`config.mk`:
```
export PLATFORM = sky130hd
export DESIGN_NAME = query_stream_dispatcher_flat
export DESIGN_NICKNAME = d
export VERILOG_FILES = /design/src/rtl/query_stream_dispatcher_if.sv /design/src/rtl/query_stream_dispatcher.sv /design/src/flat_wrapper.sv
export SDC_FILE = /design/constraint.sdc
export NUM_CORES = 1
export LEC_CHECK = 0
export BUFFER_PORTS_ARGS = -buffer_cell sky130_fd_sc_hd__buf_2
export CORE_AREA = 2 2 153 155
export CTS_BUF_LIST = sky130_fd_sc_hd__clkbuf_16
export CTS_CLUSTER_DIAMETER = 120
export DETAILED_ROUTE_END_ITERATION = 8
export DIE_AREA = 0 0 155 157
export PLACE_DENSITY = 0.73
export SLEW_MARGIN = 20
export SYNTH_ARGS = -nofsm -noshare
export SYNTH_HDL_FRONTEND = slang
export SYNTH_SLANG_ARGS = --single-unit
```
`constraint.sdc`:
```
create_clock -name clk -period 4.7 [get_ports clk]
set_input_delay 0.235 -clock clk [delete_from_list [all_inputs] [get_ports clk]]
set_output_delay 0.235 -clock clk [all_outputs]
set_load 0.005 [all_outputs]
```
`src/rtl/query_stream_dispatcher_if.sv`:
```
// Stream-side and engine-side handshake bundle of the query stream dispatcher.
interface query_stream_dispatcher_if #(
  parameter int unsigned NUM_PES      = 64,
  parameter int unsigned NUM_ENGINES  = 4,
  parameter int unsigned STREAM_WIDTH = 128
);
  localparam int unsigned BLOCK_W = 2 * NUM_PES;

  logic                    in_valid;
  logic [STREAM_WIDTH-1:0] in_data;
  logic                    in_rdy;

  logic [24:0]             ref_length_out;
  logic [24:0]             ref_addr_out;
  logic [15:0]             num_query_blocks_out;
  logic [NUM_ENGINES-1:0]  query_info_valid_out;
  logic [NUM_ENGINES-1:0]  query_info_rdy_in;

  logic [BLOCK_W-1:0]      query_seq_block_out;
  logic [NUM_ENGINES-1:0]  query_seq_block_valid_out;
  logic [NUM_ENGINES-1:0]  query_seq_block_rdy_in;

  logic                    err_bad_engine;
  logic [15:0]             drop_count;
  logic [31:0]             pkt_count;
  logic                    busy;

  // master: the dispatcher; slave: stream FIFO plus engines
  modport master (
    input  in_valid, in_data, query_info_rdy_in, query_seq_block_rdy_in,
    output in_rdy, ref_length_out, ref_addr_out, num_query_blocks_out,
           query_info_valid_out, query_seq_block_out, query_seq_block_valid_out,
           err_bad_engine, drop_count, pkt_count, busy
  );

  modport slave (
    output in_valid, in_data, query_info_rdy_in, query_seq_block_rdy_in,
    input  in_rdy, ref_length_out, ref_addr_out, num_query_blocks_out,
           query_info_valid_out, query_seq_block_out, query_seq_block_valid_out,
           err_bad_engine, drop_count, pkt_count, busy
  );
endinterface

```
`src/rtl/query_stream_dispatcher.sv`:
```
// Parses the synchronized query stream into header + block packets and
// dispatches each packet to one alignment engine (round-robin or directed).
module query_stream_dispatcher #(
  parameter int unsigned NUM_PES      = 64,
  parameter int unsigned NUM_ENGINES  = 4,
  parameter int unsigned STREAM_WIDTH = 128,
  parameter int unsigned DIRECTED     = 0
) (
  input logic                clk,
  input logic                rst,
  query_stream_dispatcher_if.master bus
);
  localparam int unsigned SEL_W = 8;
  localparam int unsigned CNT_W = 16;
  localparam logic [SEL_W-1:0] LAST_ENG = SEL_W'(NUM_ENGINES - 1);

  typedef enum logic [1:0] {IDLE, INFO, BLOCKS, DROP} state_t;

  state_t                 state_q, state_d;
  logic [SEL_W-1:0]       sel_q, rr_ptr_q, hdr_sel;
  logic [CNT_W-1:0]       remaining_q, hdr_blocks, num_blocks_q;
  logic [24:0]            ref_length_q, ref_addr_q;
  logic                   armed_q, err_q;
  logic [15:0]            drop_count_q;
  logic [31:0]            pkt_count_q;
  logic [NUM_ENGINES-1:0] sel_oh;
  logic                   sel_info_rdy, sel_block_rdy, hdr_bad;
  logic                   accept, load_info, dec_rem, pkt_done;

  assign hdr_blocks = bus.in_data[79:64];
  assign hdr_sel    = (DIRECTED != 0) ? bus.in_data[87:80] : rr_ptr_q;
  assign hdr_bad    = (DIRECTED != 0) && (32'(hdr_sel) >= NUM_ENGINES);

  // Decoded engine select; ready from non-selected engines is masked off.
  always_comb begin
    for (int unsigned i = 0; i < NUM_ENGINES; i++) begin
      sel_oh[i] = (sel_q == SEL_W'(i));
    end
  end

  assign sel_info_rdy  = |(bus.query_info_rdy_in & sel_oh);
  assign sel_block_rdy = |(bus.query_seq_block_rdy_in & sel_oh);

  always_ff @(posedge clk or negedge rst) begin
    if (!rst) state_q <= IDLE;
    else      state_q <= state_d;
  end

  always_comb begin
    state_d                       = state_q;
    bus.in_rdy                    = 1'b0;
    bus.query_info_valid_out      = '0;
    bus.query_seq_block_valid_out = '0;
    accept                        = 1'b0;
    load_info                     = 1'b0;
    dec_rem                       = 1'b0;
    pkt_done                      = 1'b0;
    case (state_q)
      IDLE: begin
        // armed_q keeps in_rdy low until the first clock after reset
        bus.in_rdy = armed_q;
        if (bus.in_valid && armed_q) begin
          accept = 1'b1;
          if (hdr_bad) state_d = (hdr_blocks == '0) ? IDLE : DROP;
          else         state_d = INFO;
        end
      end
      INFO: begin
        bus.query_info_valid_out = sel_oh;
        if (sel_info_rdy) begin
          load_info = 1'b1;
          if (num_blocks_q == '0) begin
            pkt_done = 1'b1;
            state_d  = IDLE;
          end else begin
            state_d  = BLOCKS;
          end
        end
      end
      BLOCKS: begin
        bus.query_seq_block_valid_out = bus.in_valid ? sel_oh : '0;
        bus.in_rdy                    = sel_block_rdy;
        if (bus.in_valid && sel_block_rdy) begin
          dec_rem = 1'b1;
          if (remaining_q == CNT_W'(1)) begin
            pkt_done = 1'b1;
            state_d  = IDLE;
          end
        end
      end
      DROP: begin
        bus.in_rdy = 1'b1;
        if (bus.in_valid) begin
          dec_rem = 1'b1;
          if (remaining_q == CNT_W'(1)) state_d = IDLE;
        end
      end
      default: state_d = IDLE;
    endcase
  end

  always_ff @(posedge clk or negedge rst) begin
    if (!rst) begin
      armed_q      <= 1'b0;
      err_q        <= 1'b0;
      sel_q        <= '0;
      rr_ptr_q     <= '0;
      remaining_q  <= '0;
      ref_length_q <= '0;
      ref_addr_q   <= '0;
      num_blocks_q <= '0;
      drop_count_q <= '0;
      pkt_count_q  <= '0;
    end else begin
      armed_q <= 1'b1;
      err_q   <= accept && hdr_bad;
      if (accept) begin
        sel_q        <= hdr_sel;
        ref_length_q <= bus.in_data[24:0];
        ref_addr_q   <= bus.in_data[56:32];
        num_blocks_q <= hdr_blocks;
        if (hdr_bad) begin
          remaining_q <= hdr_blocks;
          if (drop_count_q != 16'hFFFF) drop_count_q <= drop_count_q + 16'd1;
        end
      end
      if (load_info) remaining_q <= num_blocks_q;
      if (dec_rem)   remaining_q <= remaining_q - CNT_W'(1);
      // Round-robin pointer moves only when a packet really completes.
      if (pkt_done) begin
        pkt_count_q <= pkt_count_q + 32'd1;
        rr_ptr_q    <= (rr_ptr_q == LAST_ENG) ? '0 : rr_ptr_q + SEL_W'(1);
      end
    end
  end

  assign bus.ref_length_out       = ref_length_q;
  assign bus.ref_addr_out         = ref_addr_q;
  assign bus.num_query_blocks_out = num_blocks_q;
  assign bus.query_seq_block_out  = bus.in_data[2*NUM_PES-1:0];
  assign bus.err_bad_engine       = err_q;
  assign bus.drop_count           = drop_count_q;
  assign bus.pkt_count            = pkt_count_q;
  assign bus.busy                 = (state_q != IDLE);
endmodule

```
`src/flat_wrapper.sv`:
```
// flat-port wrapper written by rule: the top's interface ports become plain ports
module query_stream_dispatcher_flat 
#(
  parameter int unsigned NUM_PES      = 64,
  parameter int unsigned NUM_ENGINES  = 4,
  parameter int unsigned STREAM_WIDTH = 128,
  parameter int unsigned DIRECTED     = 0
)
  (clk, rst, bus_in_valid, bus_in_data, bus_query_info_rdy_in, bus_query_seq_block_rdy_in, bus_in_rdy, bus_ref_length_out, bus_ref_addr_out, bus_num_query_blocks_out, bus_query_info_valid_out, bus_query_seq_block_out, bus_query_seq_block_valid_out, bus_err_bad_engine, bus_drop_count, bus_pkt_count, bus_busy);
  query_stream_dispatcher_if #(.NUM_PES(NUM_PES), .NUM_ENGINES(NUM_ENGINES), .STREAM_WIDTH(STREAM_WIDTH)) bus_i ();
  input logic clk;
  input logic rst;
  input wire logic [$bits(bus_i.in_valid)-1:0] bus_in_valid;
  input wire logic [$bits(bus_i.in_data)-1:0] bus_in_data;
  input wire logic [$bits(bus_i.query_info_rdy_in)-1:0] bus_query_info_rdy_in;
  input wire logic [$bits(bus_i.query_seq_block_rdy_in)-1:0] bus_query_seq_block_rdy_in;
  output wire logic [$bits(bus_i.in_rdy)-1:0] bus_in_rdy;
  output wire logic [$bits(bus_i.ref_length_out)-1:0] bus_ref_length_out;
  output wire logic [$bits(bus_i.ref_addr_out)-1:0] bus_ref_addr_out;
  output wire logic [$bits(bus_i.num_query_blocks_out)-1:0] bus_num_query_blocks_out;
  output wire logic [$bits(bus_i.query_info_valid_out)-1:0] bus_query_info_valid_out;
  output wire logic [$bits(bus_i.query_seq_block_out)-1:0] bus_query_seq_block_out;
  output wire logic [$bits(bus_i.query_seq_block_valid_out)-1:0] bus_query_seq_block_valid_out;
  output wire logic [$bits(bus_i.err_bad_engine)-1:0] bus_err_bad_engine;
  output wire logic [$bits(bus_i.drop_count)-1:0] bus_drop_count;
  output wire logic [$bits(bus_i.pkt_count)-1:0] bus_pkt_count;
  output wire logic [$bits(bus_i.busy)-1:0] bus_busy;
  assign bus_i.in_valid = bus_in_valid;
  assign bus_i.in_data = bus_in_data;
  assign bus_i.query_info_rdy_in = bus_query_info_rdy_in;
  assign bus_i.query_seq_block_rdy_in = bus_query_seq_block_rdy_in;
  assign bus_in_rdy = bus_i.in_rdy;
  assign bus_ref_length_out = bus_i.ref_length_out;
  assign bus_ref_addr_out = bus_i.ref_addr_out;
  assign bus_num_query_blocks_out = bus_i.num_query_blocks_out;
  assign bus_query_info_valid_out = bus_i.query_info_valid_out;
  assign bus_query_seq_block_out = bus_i.query_seq_block_out;
  assign bus_query_seq_block_valid_out = bus_i.query_seq_block_valid_out;
  assign bus_err_bad_engine = bus_i.err_bad_engine;
  assign bus_drop_count = bus_i.drop_count;
  assign bus_pkt_count = bus_i.pkt_count;
  assign bus_busy = bus_i.busy;
  query_stream_dispatcher #(.NUM_PES(NUM_PES), .NUM_ENGINES(NUM_ENGINES), .STREAM_WIDTH(STREAM_WIDTH), .DIRECTED(DIRECTED)) u_core (.clk(clk), .rst(rst), .bus(bus_i));
endmodule
```
==> out/qor.yml <==
hold_buffers: 1
setup_viol: 0
synth_ff_type: "dfrtp_1"
fin_ws_ps: 1860
grt_pass1_vias: 4994
grt_overflow: 0
synth_seq_cells: 133
slew_headroom: 0.348
cts_resized: 0
core_area_sq_um: 22500
reg2reg_slack_ps: 1860
grt_max_degree: 97
drt_pass1_iterations: 4
drc: 0
start_util: 0.324
rsz0062_at_grt: "no"
antenna_found_initial: 0
cp.required_ps: 5010
ys_types: 55
post-route-min-period_ps: 2840
cts_buffers: 17
final_hold_viol_count: 0
power_density_nw_per_um2: 533
setup.worst_path.class: "register to register"
drtIter0Drc: 218
holdCritPathClass: "input port to register"
io_buffers: 250
avgSynthCellArea_sq_um: 10.8
ys_async_sr_fraction: 1.00
finalCritPeriodShare: 0.604
max_cap_viol_count: 0
vdd_ir_drop_max_uv: 192
fin_nets: 935
slowest_delay_ps: 850
synth_cells: 672
clk-insertion-delay-late_ps: 420
max_freq_mhz: 352
ys_seq_area_frac: 0.457
place.gp.congestion: 0.830
path_clk_slew_ps: 60
pre_cts_ws_ps: 1860
area_delta_synth_final_pct: 14.9
n_fill_cell: 2219
grt_pass1_wl_um: 28400
n_antenna_cell: 0
crit_fanout: 34
final_core_util: 0.372
viasPerCell: 4.80
cp-end-kind: "register"
start_kind: "register"
clock_path_buffers: 2
cts.sinks: 133
skew_ps: 10.4
ant_nets: 0
dp_hpwl_um: 14000
status: "complete, no violations"
fin_tns_setup_ps: 0
die-area_sq_um: 24300
wl_per_cell_um: 17.0
root_buffer: "clkbuf_16"
finalPower_mw: 4.46
yosysWarnings: 0
cpMaxStageDelayCell: "a41o_1"
netlist_area_sq_um: 7290
drt-total-wl_um: 18500
grt_usage: 0.150
crit_path_cell_trace: "inv_1, ha_1, and2_1, a41o_1, nand2b_1, a21oi_1, a311oi_1"
cts_tree: "done"
htree_levels: 4
die_w_um: 155
arrival_ps: 3140
p_leak_nw: 4.16
slew_violations: 0
vias: 5214
synth-edff-count: 0
worst_pin_slew_ps: 969
core.rowCount: 55
drive_above_1_share: 0.476
post-cts-setup-buffer-count: 0
die_y_um: 157
io_pins: 392
-- per-stage QoR --
stage               cells  instance area, sq um  hold slack (ps)
global placement     1053                  7770              405
finish               1086                  8370             66.2
CTS                  1086                  8370             37.7
global route         1086                  8370             50.3
floorplan             688                  7350            -60.6
detailed placement   1053                  7770              387
-- state kept, by name, indices dropped and copies added (netlist names) --
name / cells
u_core.armed_q: 1
u_core.bus.ref_length_out: 25
u_core.bus.num_query_blocks_out: 16
u_core.state_q: 2
u_core.sel_q: 8
u_core.bus.pkt_count: 32
u_core.bus.ref_addr_out: 25
u_core.hdr_sel: 8
u_core.remaining_q: 16
-- power breakdown --
group	internal, mW	leakage, nW	total (mW)	switching, mW
registers	1.52	1.65	1.86	0.340
logic	0.671	2.22	1.27	0.596
clock network	0.793	0.286	1.34	0.544
total	2.98	4.16	4.46	1.48
-- metal layers --
layer	routed length, um	GRT usage	vias up
met2	9230	0.248	203
met1	7710	0.193	2574
met3	1300	0.0421	28
met4	263	0.0459	0
met5	0	0	-
li1	-	-	2409
-- final timing paths --
path	endpoint	from	cells past startpoint
min in group asynchronous	u_core.bus.pkt_count[10]	rst	2
min reg2reg	u_core.bus.pkt_count[31]	u_core.bus.pkt_count[31]	1
max in group asynchronous	u_core.bus.ref_length_out[19]	rst	3
min	u_core.bus.ref_length_out[9]	bus_in_data[9]	2
max	u_core.remaining_q[7]	u_core.state_q[0]	7
max reg2reg	u_core.remaining_q[7]	u_core.state_q[0]	7
-- area by class of cell --
cell class,count,area [sq um],area share
flip-flops and latches,133,3330,0.397
multi-input cells,371,2760,0.330
repair buffers,254,1290,0.154
clock buffers,17,425,0.0508
well taps,285,357,0.0426
clock inverters,15,168,0.0200
inverters,11,41.3,0.00493
-- synth_stat cells (3+ instances only) --
cell type  count  area share
a211oi_1       3      0.0031
a21oi_1       17       0.012
a311oi_1      11       0.013
and2_1         4      0.0034
buf_1          3      0.0015
buf_2          3      0.0021
buf_4        146        0.15
buf_6          3      0.0046
clkbuf_1      17      0.0088
dfrtp_1      133        0.46
ha_1           8       0.014
inv_1         11      0.0057
mux2_2        78        0.12
nand2_1       28       0.014
nand2b_1       5      0.0043
nand3_1       26       0.018
nand4_1       10      0.0086
nor2_1        35       0.018
nor3_1        29       0.020
nor3_2         3      0.0041
nor4_1        13       0.011
o21ai_0        6      0.0041
o31ai_1        5      0.0052
xor2_1        33       0.040
-- cell usage in the layout, fill, tap and decap left out, types with 5 or more instances in the layout --
master and instances:
xor2_1 33, nand2b_1 5, o21ai_0 6, nand3_1 25, buf_2 249, conb_1 18
nor4_1 13, a21oi_1 17, ha_1 8, nor3_1 29, o31ai_1 5, mux2_2 78
a311oi_1 11, nand4_1 10, nor2_1 35, clkbuf_16 17, dfrtp_1 133, inv_6 6
inv_1 11, nand2_1 28
-- critical path: cells and delay by family (launching register included) --
family	cells	cell delay [ps]
buffers and inverters	1	90
DFF	1	410
AOI/OAI and AO/OA	3	1240
and+or+nand+nor	2	760
adders and majority gates	1	230
-- cells by family (layout without fill, tap and decap cells) --
| group | count (synthesis) | after routing | synth area share |
|---|---|---|---|
| AO/OA/AOI/OAI | 52 | 52 | 0.0489 |
| XOR/XNOR | 35 | 35 | 0.0421 |
| adder cells (fa/ha/maj) | 8 | 8 | 0.0137 |
| buffers and inverters | 184 | 297 | 0.174 |
| flip-flops | 133 | 133 | 0.457 |
| multiplexers | 80 | 80 | 0.127 |
| other | 2 | 18 | 0.00103 |
| AND/OR/NAND/NOR | 178 | 178 | 0.137 |
(Power assumes the default switching activity.)
